$ cat src/rtl/fairy_sram_arbiter.sv
// Two-requester (instruction/data) arbiter in front of a single SRAM port.
// Data wins by default; a saturating starvation counter forces an instruction grant.
module fairy_sram_arbiter #(
    parameter int STARVE_LIMIT = 4
) (
    input  logic        aclk,
    input  logic        areset,

    input  logic [3:0]  inst_sram_cen,
    input  logic        inst_sram_wr,
    input  logic [31:0] inst_sram_addr,
    input  logic [31:0] inst_sram_wdata,
    output logic        inst_sram_ack,
    output logic        inst_sram_rrdy,
    output logic [31:0] inst_sram_rdata,

    input  logic [3:0]  data_sram_cen,
    input  logic        data_sram_wr,
    input  logic [31:0] data_sram_addr,
    input  logic [31:0] data_sram_wdata,
    output logic        data_sram_ack,
    output logic        data_sram_rrdy,
    output logic [31:0] data_sram_rdata,

    output logic [3:0]  mem_cen,
    output logic        mem_wr,
    output logic [31:0] mem_addr,
    output logic [31:0] mem_wdata,
    input  logic        mem_ack,
    input  logic        mem_rrdy,
    input  logic [31:0] mem_rdata
);

    localparam int SW = (STARVE_LIMIT < 1) ? 1 : $clog2(STARVE_LIMIT + 1);
    localparam logic [SW-1:0] STARVE_MAX = SW'(STARVE_LIMIT);
    localparam logic [SW-1:0] STARVE_ONE = SW'(32'd1);
    localparam logic [SW-1:0] STARVE_ZERO = SW'(32'd0);
    localparam logic OWNER_INST = 1'b0;
    localparam logic OWNER_DATA = 1'b1;

    typedef enum logic [1:0] {
        ST_IDLE    = 2'd0,
        ST_ISSUE   = 2'd1,
        ST_WAIT_RD = 2'd2
    } state_t;

    state_t        state_r;
    logic          owner_r;
    logic [SW-1:0] starve_r;
    logic [3:0]    mem_cen_r;
    logic          mem_wr_r;
    logic [31:0]   mem_addr_r;
    logic [31:0]   mem_wdata_r;
    logic          inst_rrdy_r;
    logic          data_rrdy_r;
    logic [31:0]   inst_rdata_r;
    logic [31:0]   data_rdata_r;

    logic          inst_pend_s;
    logic          data_pend_s;
    logic          grant_inst_s;
    logic          inst_ack_s;
    logic          data_ack_s;
    logic          read_done_s;

    // Request decode and winner selection for the IDLE cycle.
    always_comb begin
        inst_pend_s = (inst_sram_cen != 4'hF);
        data_pend_s = (data_sram_cen != 4'hF);
        if (inst_pend_s && (!data_pend_s || (starve_r == STARVE_MAX))) begin
            grant_inst_s = 1'b1;
        end else begin
            grant_inst_s = 1'b0;
        end
    end

    // Memory accept is forwarded to the owner only while the request is on the bus.
    always_comb begin
        inst_ack_s  = 1'b0;
        data_ack_s  = 1'b0;
        read_done_s = 1'b0;
        if (state_r == ST_ISSUE) begin
            if (owner_r == OWNER_DATA) begin
                data_ack_s = mem_ack;
            end else begin
                inst_ack_s = mem_ack;
            end
            read_done_s = mem_ack & ~mem_wr_r & mem_rrdy;
        end else if (state_r == ST_WAIT_RD) begin
            read_done_s = mem_rrdy;
        end else begin
            read_done_s = 1'b0;
        end
    end

    // Transaction FSM, starvation counter, bus registers and read-return registers.
    always_ff @(posedge aclk) begin
        if (areset) begin
            state_r      <= ST_IDLE;
            owner_r      <= OWNER_INST;
            starve_r     <= STARVE_ZERO;
            mem_cen_r    <= 4'hF;
            mem_wr_r     <= 1'b0;
            mem_addr_r   <= 32'h0000_0000;
            mem_wdata_r  <= 32'h0000_0000;
            inst_rrdy_r  <= 1'b0;
            data_rrdy_r  <= 1'b0;
            inst_rdata_r <= 32'h0000_0000;
            data_rdata_r <= 32'h0000_0000;
        end else begin
            inst_rrdy_r <= 1'b0;
            data_rrdy_r <= 1'b0;
            case (state_r)
                ST_IDLE: begin
                    if (inst_pend_s || data_pend_s) begin
                        state_r <= ST_ISSUE;
                        if (grant_inst_s) begin
                            owner_r     <= OWNER_INST;
                            starve_r    <= STARVE_ZERO;
                            mem_cen_r   <= inst_sram_cen;
                            mem_wr_r    <= inst_sram_wr;
                            mem_addr_r  <= inst_sram_addr;
                            mem_wdata_r <= inst_sram_wdata;
                        end else begin
                            owner_r     <= OWNER_DATA;
                            mem_cen_r   <= data_sram_cen;
                            mem_wr_r    <= data_sram_wr;
                            mem_addr_r  <= data_sram_addr;
                            mem_wdata_r <= data_sram_wdata;
                            // Only a data grant that bypasses a waiting inst request counts.
                            if (!inst_pend_s) begin
                                starve_r <= STARVE_ZERO;
                            end else if (starve_r != STARVE_MAX) begin
                                starve_r <= starve_r + STARVE_ONE;
                            end else begin
                                starve_r <= starve_r;
                            end
                        end
                    end
                end
                ST_ISSUE: begin
                    if (mem_ack) begin
                        mem_cen_r <= 4'hF;
                        if (mem_wr_r || mem_rrdy) begin
                            state_r <= ST_IDLE;
                        end else begin
                            state_r <= ST_WAIT_RD;
                        end
                    end
                end
                ST_WAIT_RD: begin
                    if (mem_rrdy) begin
                        state_r <= ST_IDLE;
                    end
                end
                default: begin
                    state_r   <= ST_IDLE;
                    mem_cen_r <= 4'hF;
                end
            endcase
            if (read_done_s) begin
                if (owner_r == OWNER_DATA) begin
                    data_rrdy_r  <= 1'b1;
                    data_rdata_r <= mem_rdata;
                end else begin
                    inst_rrdy_r  <= 1'b1;
                    inst_rdata_r <= mem_rdata;
                end
            end
        end
    end

    assign mem_cen         = mem_cen_r;
    assign mem_wr          = mem_wr_r;
    assign mem_addr        = mem_addr_r;
    assign mem_wdata       = mem_wdata_r;
    assign inst_sram_ack   = inst_ack_s;
    assign data_sram_ack   = data_ack_s;
    assign inst_sram_rrdy  = inst_rrdy_r;
    assign data_sram_rrdy  = data_rrdy_r;
    assign inst_sram_rdata = inst_rdata_r;
    assign data_sram_rdata = data_rdata_r;

endmodule
$ cat config.mk
export PLATFORM = sky130hd
export DESIGN_NAME = fairy_sram_arbiter
export DESIGN_NICKNAME = d
export VERILOG_FILES = /design/src/rtl/fairy_sram_arbiter.sv
export SDC_FILE = /design/constraint.sdc
export NUM_CORES = 1
export LEC_CHECK = 0
export BUFFER_PORTS_ARGS = -buffer_cell sky130_fd_sc_hd__buf_4
export CORE_AREA = 3 3 121 123
export DETAILED_ROUTE_END_ITERATION = 10
export DIE_AREA = 0 0 124 126
export GPL_TIMING_DRIVEN = 0
export PLACE_DENSITY = 0.74
export SLEW_MARGIN = 20
export SYNTH_ARGS = -nofsm -noshare
export SYNTH_HDL_FRONTEND = slang
export SYNTH_SLANG_ARGS = --single-unit
export TNS_END_PERCENT = 30
$ cat constraint.sdc
create_clock -name aclk -period 2.5 [get_ports aclk]
set_clock_uncertainty 0.2 [all_clocks]
set_input_delay 0.375 -clock aclk [delete_from_list [all_inputs] [get_ports aclk]]
set_output_delay 0.375 -clock aclk [all_outputs]
set_load 0.1 [all_outputs]
# Word-level counts from Yosys, hierarchy flattened
# Cells that the tools add are included.
# word_totals
ff_bits,141
# op_classes
n_bitwise,6
reduce_logical,13
addsub,1
eq_ne,10
n_mux,25
# ops
op,n
$mux W32,2
$mux W4,3
$pmux W4 S3,1
$mux W1,11
$mux W3,3
$reduce_and A3 Y1,3
$mux W2,4
$ne A4 B4 Y1 const B,2
$ne A2 B2 Y1 const B,3
$pmux W2 S3,1
$reduce_and A2 Y1,3
$not A1 Y1,4
$add A3 B1 Y3 const B,1
$eq A3 B3 Y1 const B,1
$logic_or A1 B1 Y1,3
$ne A3 B1 Y1 const B,1
$ne A3 B3 Y1 const B,1
$and A1 B1 Y1,2
$eq A2 B1 Y1 const B,1
$eq A2 B2 Y1 const B,1
$logic_not A2 Y1,1
$reduce_or A2 Y1,1
$logic_and A1 B1 Y1,1
$logic_not A1 Y1,1

# Logic depth before layout (Yosys ltp)
# depth
word_depth,8
ltp_mapped,8
ltp_nobuf,6

# Worst setup path after synthesis
# Ideal clock, no wire load.
# synth_path
kind,reg-to-output
startpoint,register state_r[0]
endpoint,output data_sram_ack
path_slack_ns,0.090
n_path_buf,0
path_stages_with_launch,3
arrival_time_ns,1.835
cell_sequence,dfxtp_1 nand3b_1 nor2_1
# synth_via
elab_chain_len,2
# synth_rtl
element,line_no,text
"start, declared",47,state_t state_r;
"start signal, assigned",99,state_r <= ST_IDLE;
"start signal, assigned",116,state_r <= ST_ISSUE;
"start signal, assigned",145,state_r <= ST_IDLE;
$eq A2 B1 Y1,82,if (state_r == ST_ISSUE) begin
$mux W1,82,
"end, declared",21,"output logic data_sram_ack,"
# No other way between the ends.

# Final worst setup path
# layout_path
startpoint,register starve_r[0]
endpoint,"register mem_wdata_r[5], in the netlist mem_wdata[5]"
# layout_via
elab_chain_len,5
# layout_rtl
element,line_no,text
"start, declared",49,logic [SW-1:0] starve_r;
"start signal, assigned",134,starve_r <= starve_r + STARVE_ONE;
"start signal, assigned",136,starve_r <= starve_r;
$eq A3 B3 Y1,70,if (inst_pend_s && (!data_pend_s || (starve_r == STARVE_MAX))) begin
$logic_or A1 B1 Y1,70,
$logic_and A1 B1 Y1,70,
$mux W1,70,
$mux W32,117,if (grant_inst_s) begin
"end signal, assigned",123,mem_wdata_r <= inst_sram_wdata;
"end signal, assigned",129,mem_wdata_r <= data_sram_wdata;
"end, declared",53,logic [31:0] mem_wdata_r;
# No other way between the ends.
# A chain may end at the register's enable or synchronous reset.

==> flow_metrics.env <==
export IMPL_fp_dieH_um=126
export IMPL_min_path_type="in -> reg"
export IMPL_synth_nets=848
export IMPL_fp_dieW_um=124
export IMPL_start_util_pct=40.9
export IMPL_reg2regPathDepth=8
export IMPL_antenna_found_initial=0
export IMPL_period_needed_ns=2.31
export IMPL_dp_slack_ns=0.150
export IMPL_cts_max_level=4
export IMPL_synthTopCellsByArea="dfxtp_1 (50%), a21oi_1 (9.1%), a211oi_1 (8.9%)"
export IMPL_grtUsageTotal_pct=24.8
export IMPL_dpl_hpwl_um=14900
export IMPL_core_um2=13800
export IMPL_syn_avg_cell_area_um2=8.38
export IMPL_required_ns=2.62
export IMPL_path_max_fanout=10
export IMPL_syn_instance_count=672
export IMPL_yosysMostFrequentCell="dfxtp_1"
export IMPL_status="finished, final reports clean"
export IMPL_clockRootBuffer="clkbuf_16"
export IMPL_start_kind="register"
export IMPL_yosysTopAreaCellShare_pct=50.1
export IMPL_finalSetupViolations=0
export IMPL_cts_buffers=17
export IMPL_antenna_cells=0
export IMPL_async_flop_share_pct=0
export IMPL_yosysWarningCount=0
export IMPL_synthFlopType="dfxtp_1"
export IMPL_hold_violations=0
export IMPL_powerDensity_nw_per_um2=798
export IMPL_fin_nets=1216
export IMPL_port_buffers=309
export IMPL_syn_area_um2=5630
export IMPL_gp_congestion=0.890
export IMPL_numClockSinks=141
export IMPL_grt_pass1_vias=6138
export IMPL_leakage_nw=4.22
export IMPL_die_area_um2=15600
export IMPL_num_rows=43
export IMPL_cts_setup_buffers=0
export IMPL_fmax_mhz=433
export IMPL_cts_tree="yes"
export IMPL_dr_pass1_iters=5
export IMPL_wl_per_cell_um=16.3
export IMPL_synth_seq_cells=141
export IMPL_final_util_pct=67.0
export IMPL_synth_top_area_cell="dfxtp_1"
export IMPL_slew_violations=0
export IMPL_synth_common_cells="dfxtp_1 (141), nand2_1 (132), nor2_1 (106)"
export IMPL_cts_resized=0
export IMPL_cp_arrival_ns=2.43
export IMPL_synth_edff_count=0
export IMPL_grt_setup_unrepaired="false"
export IMPL_drv_cap=0
export IMPL_tightest_slew_ns=0.591
export IMPL_wl_um=20100
export IMPL_min_path_cells=3
export IMPL_ioPinCount=311
export IMPL_area_delta_synth_final_pct=63.9
export IMPL_clkLatencyLatePin_ns=0.42
export IMPL_fin_ws_ns=0.190
export IMPL_worst_setup_path_type="reg -> reg"
export IMPL_hold_buffers=40
export IMPL_synth_seq_area_share_pct=50.1
export IMPL_detail_route_antenna_nets=0
export IMPL_dr_first_iter_drc_count=325
export IMPL_timing_final_crit_share_pct=92.4
export IMPL_drive_gt1_share_pct=35.1
export IMPL_viasPerCell=4.98
export IMPL_peakVddDrop_v=0.000438
export IMPL_drc=0
export IMPL_finalSetupTns_ns=0
export IMPL_grt_ovfl_total=0
export IMPL_relSlewSlack_pct=60.6
export IMPL_clockBufferDepth=2
export IMPL_grt_max_degree=17
export IMPL_grt_first_pass_wirelength_um=30200
export IMPL_synth_distinct_cells=30
export IMPL_vias=6139
export IMPL_holdWs_ns=0.0118
export IMPL_crit_path_end_kind="register"
export IMPL_path_clk_slew_ns=0.06
==> layout by cell type, fill, tap and decap left out, types with 2 or more instances in the layout <==
| cell type | synthesis | final |
|---|---|---|
| nor2_1 | 106 | 106 |
| nand4_1 | 2 | 2 |
| a22oi_1 | 4 | 4 |
| dfxtp_1 | 141 | 141 |
| ha_1 | 2 | 2 |
| a211oi_1 | 67 | 67 |
| buf_2 | 20 | 20 |
| clkbuf_1 | 29 | 32 |
| a211oi_2 | 2 | 2 |
| o21ai_0 | 2 | 2 |
| nor2b_1 | 2 | 2 |
| clkbuf_8 | 0 | 2 |
| nand2_1 | 132 | 132 |
| inv_1 | 4 | 4 |
| clkinvlp_4 | 0 | 3 |
| bufinv_16 | 0 | 5 |
| mux2i_1 | 36 | 36 |
| and4_1 | 2 | 2 |
| a211o_1 | 2 | 2 |
| buf_4 | 3 | 312 |
| a21oi_1 | 102 | 102 |
| clkbuf_16 | 0 | 17 |
| buf_6 | 3 | 3 |
| dlygate4sd3_1 | 0 | 40 |
==> cells by family (layout without fill, tap and decap cells) <==
| logic type | Yosys count | count (layout) | synth area share, % |
|---|---|---|---|
| AO/OA/AOI/OAI | 182 | 182 | 20.1 |
| adder cells (fa/ha/maj) | 2 | 2 | 0.444 |
| buffers and inverters | 59 | 440 | 4.98 |
| flip-flops | 141 | 141 | 50.1 |
| multiplexers | 36 | 36 | 6.40 |
| AND/OR/NAND/NOR | 252 | 252 | 18.0 |
==> critical path, cell delays in order (launching register included) <==
cell and delay, ns:
dfxtp_1 0.36, inv_1 0.07, ha_1 0.19, and2_1 0.18
o21ai_2 0.34, buf_2 0.33, buf_2 0.26, nand2_1 0.08
a211oi_1 0.20
==> layout make-up <==
type                            instances  area, µm²
Buffer                                 55        265
Clock buffer                           22        464
Clock inverter                         10        186
Fill cell                            1159       4550
Inverter                                4       15.0
Multi-Input combinational cell        472       2530
Sequential cell                       141       2820
Tap cell                              180        225
Timing Repair Buffer                  349       2720
==> where the power goes <==
part | switching [mW] | leakage [nW] | internal, mW | total [mW]
logic | 1.51 | 2.76 | 0.580 | 2.09
clock network | 0.961 | 0.307 | 1.82 | 2.79
registers | 0.0884 | 1.16 | 2.40 | 2.49
==> registers in the layout (all words and copies together), names as in the netlist <==
signal           flops
starve_r             3
owner_r              1
inst_sram_rdata     32
mem_wr               1
data_sram_rrdy       1
mem_addr            32
mem_cen              4
state_r              2
data_sram_rdata     32
inst_sram_rrdy       1
mem_wdata           32
==> layer usage <==
layer	up-vias	GRT usage (%)	share of wire, %
met5	-	0	0
met1	2793	26.2	38
met3	50	8.62	9.2
met2	259	43.4	50
li1	3037	-	-
met4	0	11.7	3.6
==> stage by stage <==
stage	cells	cell area [µm²]	total power, mW
after detailed placement	1161	8180	4.57
after CTS	1233	9230	7.40
after global placement	1161	8180	4.56
after global routing	1233	9230	7.60
final	1233	9230	7.37
after floorplan	672	5630	3.97
==> worst paths after layout <==
path	startpoint	end	slack, ns
hold / removal	data_sram_addr[12]	mem_addr[12]	0.01
setup reg to reg	starve_r[0]	mem_wdata[5]	0.19
setup / recovery	starve_r[0]	mem_wdata[5]	0.19
hold reg to reg	inst_sram_rdata[23]	inst_sram_rdata[23]	0.26
(Power assumes the default switching activity.)
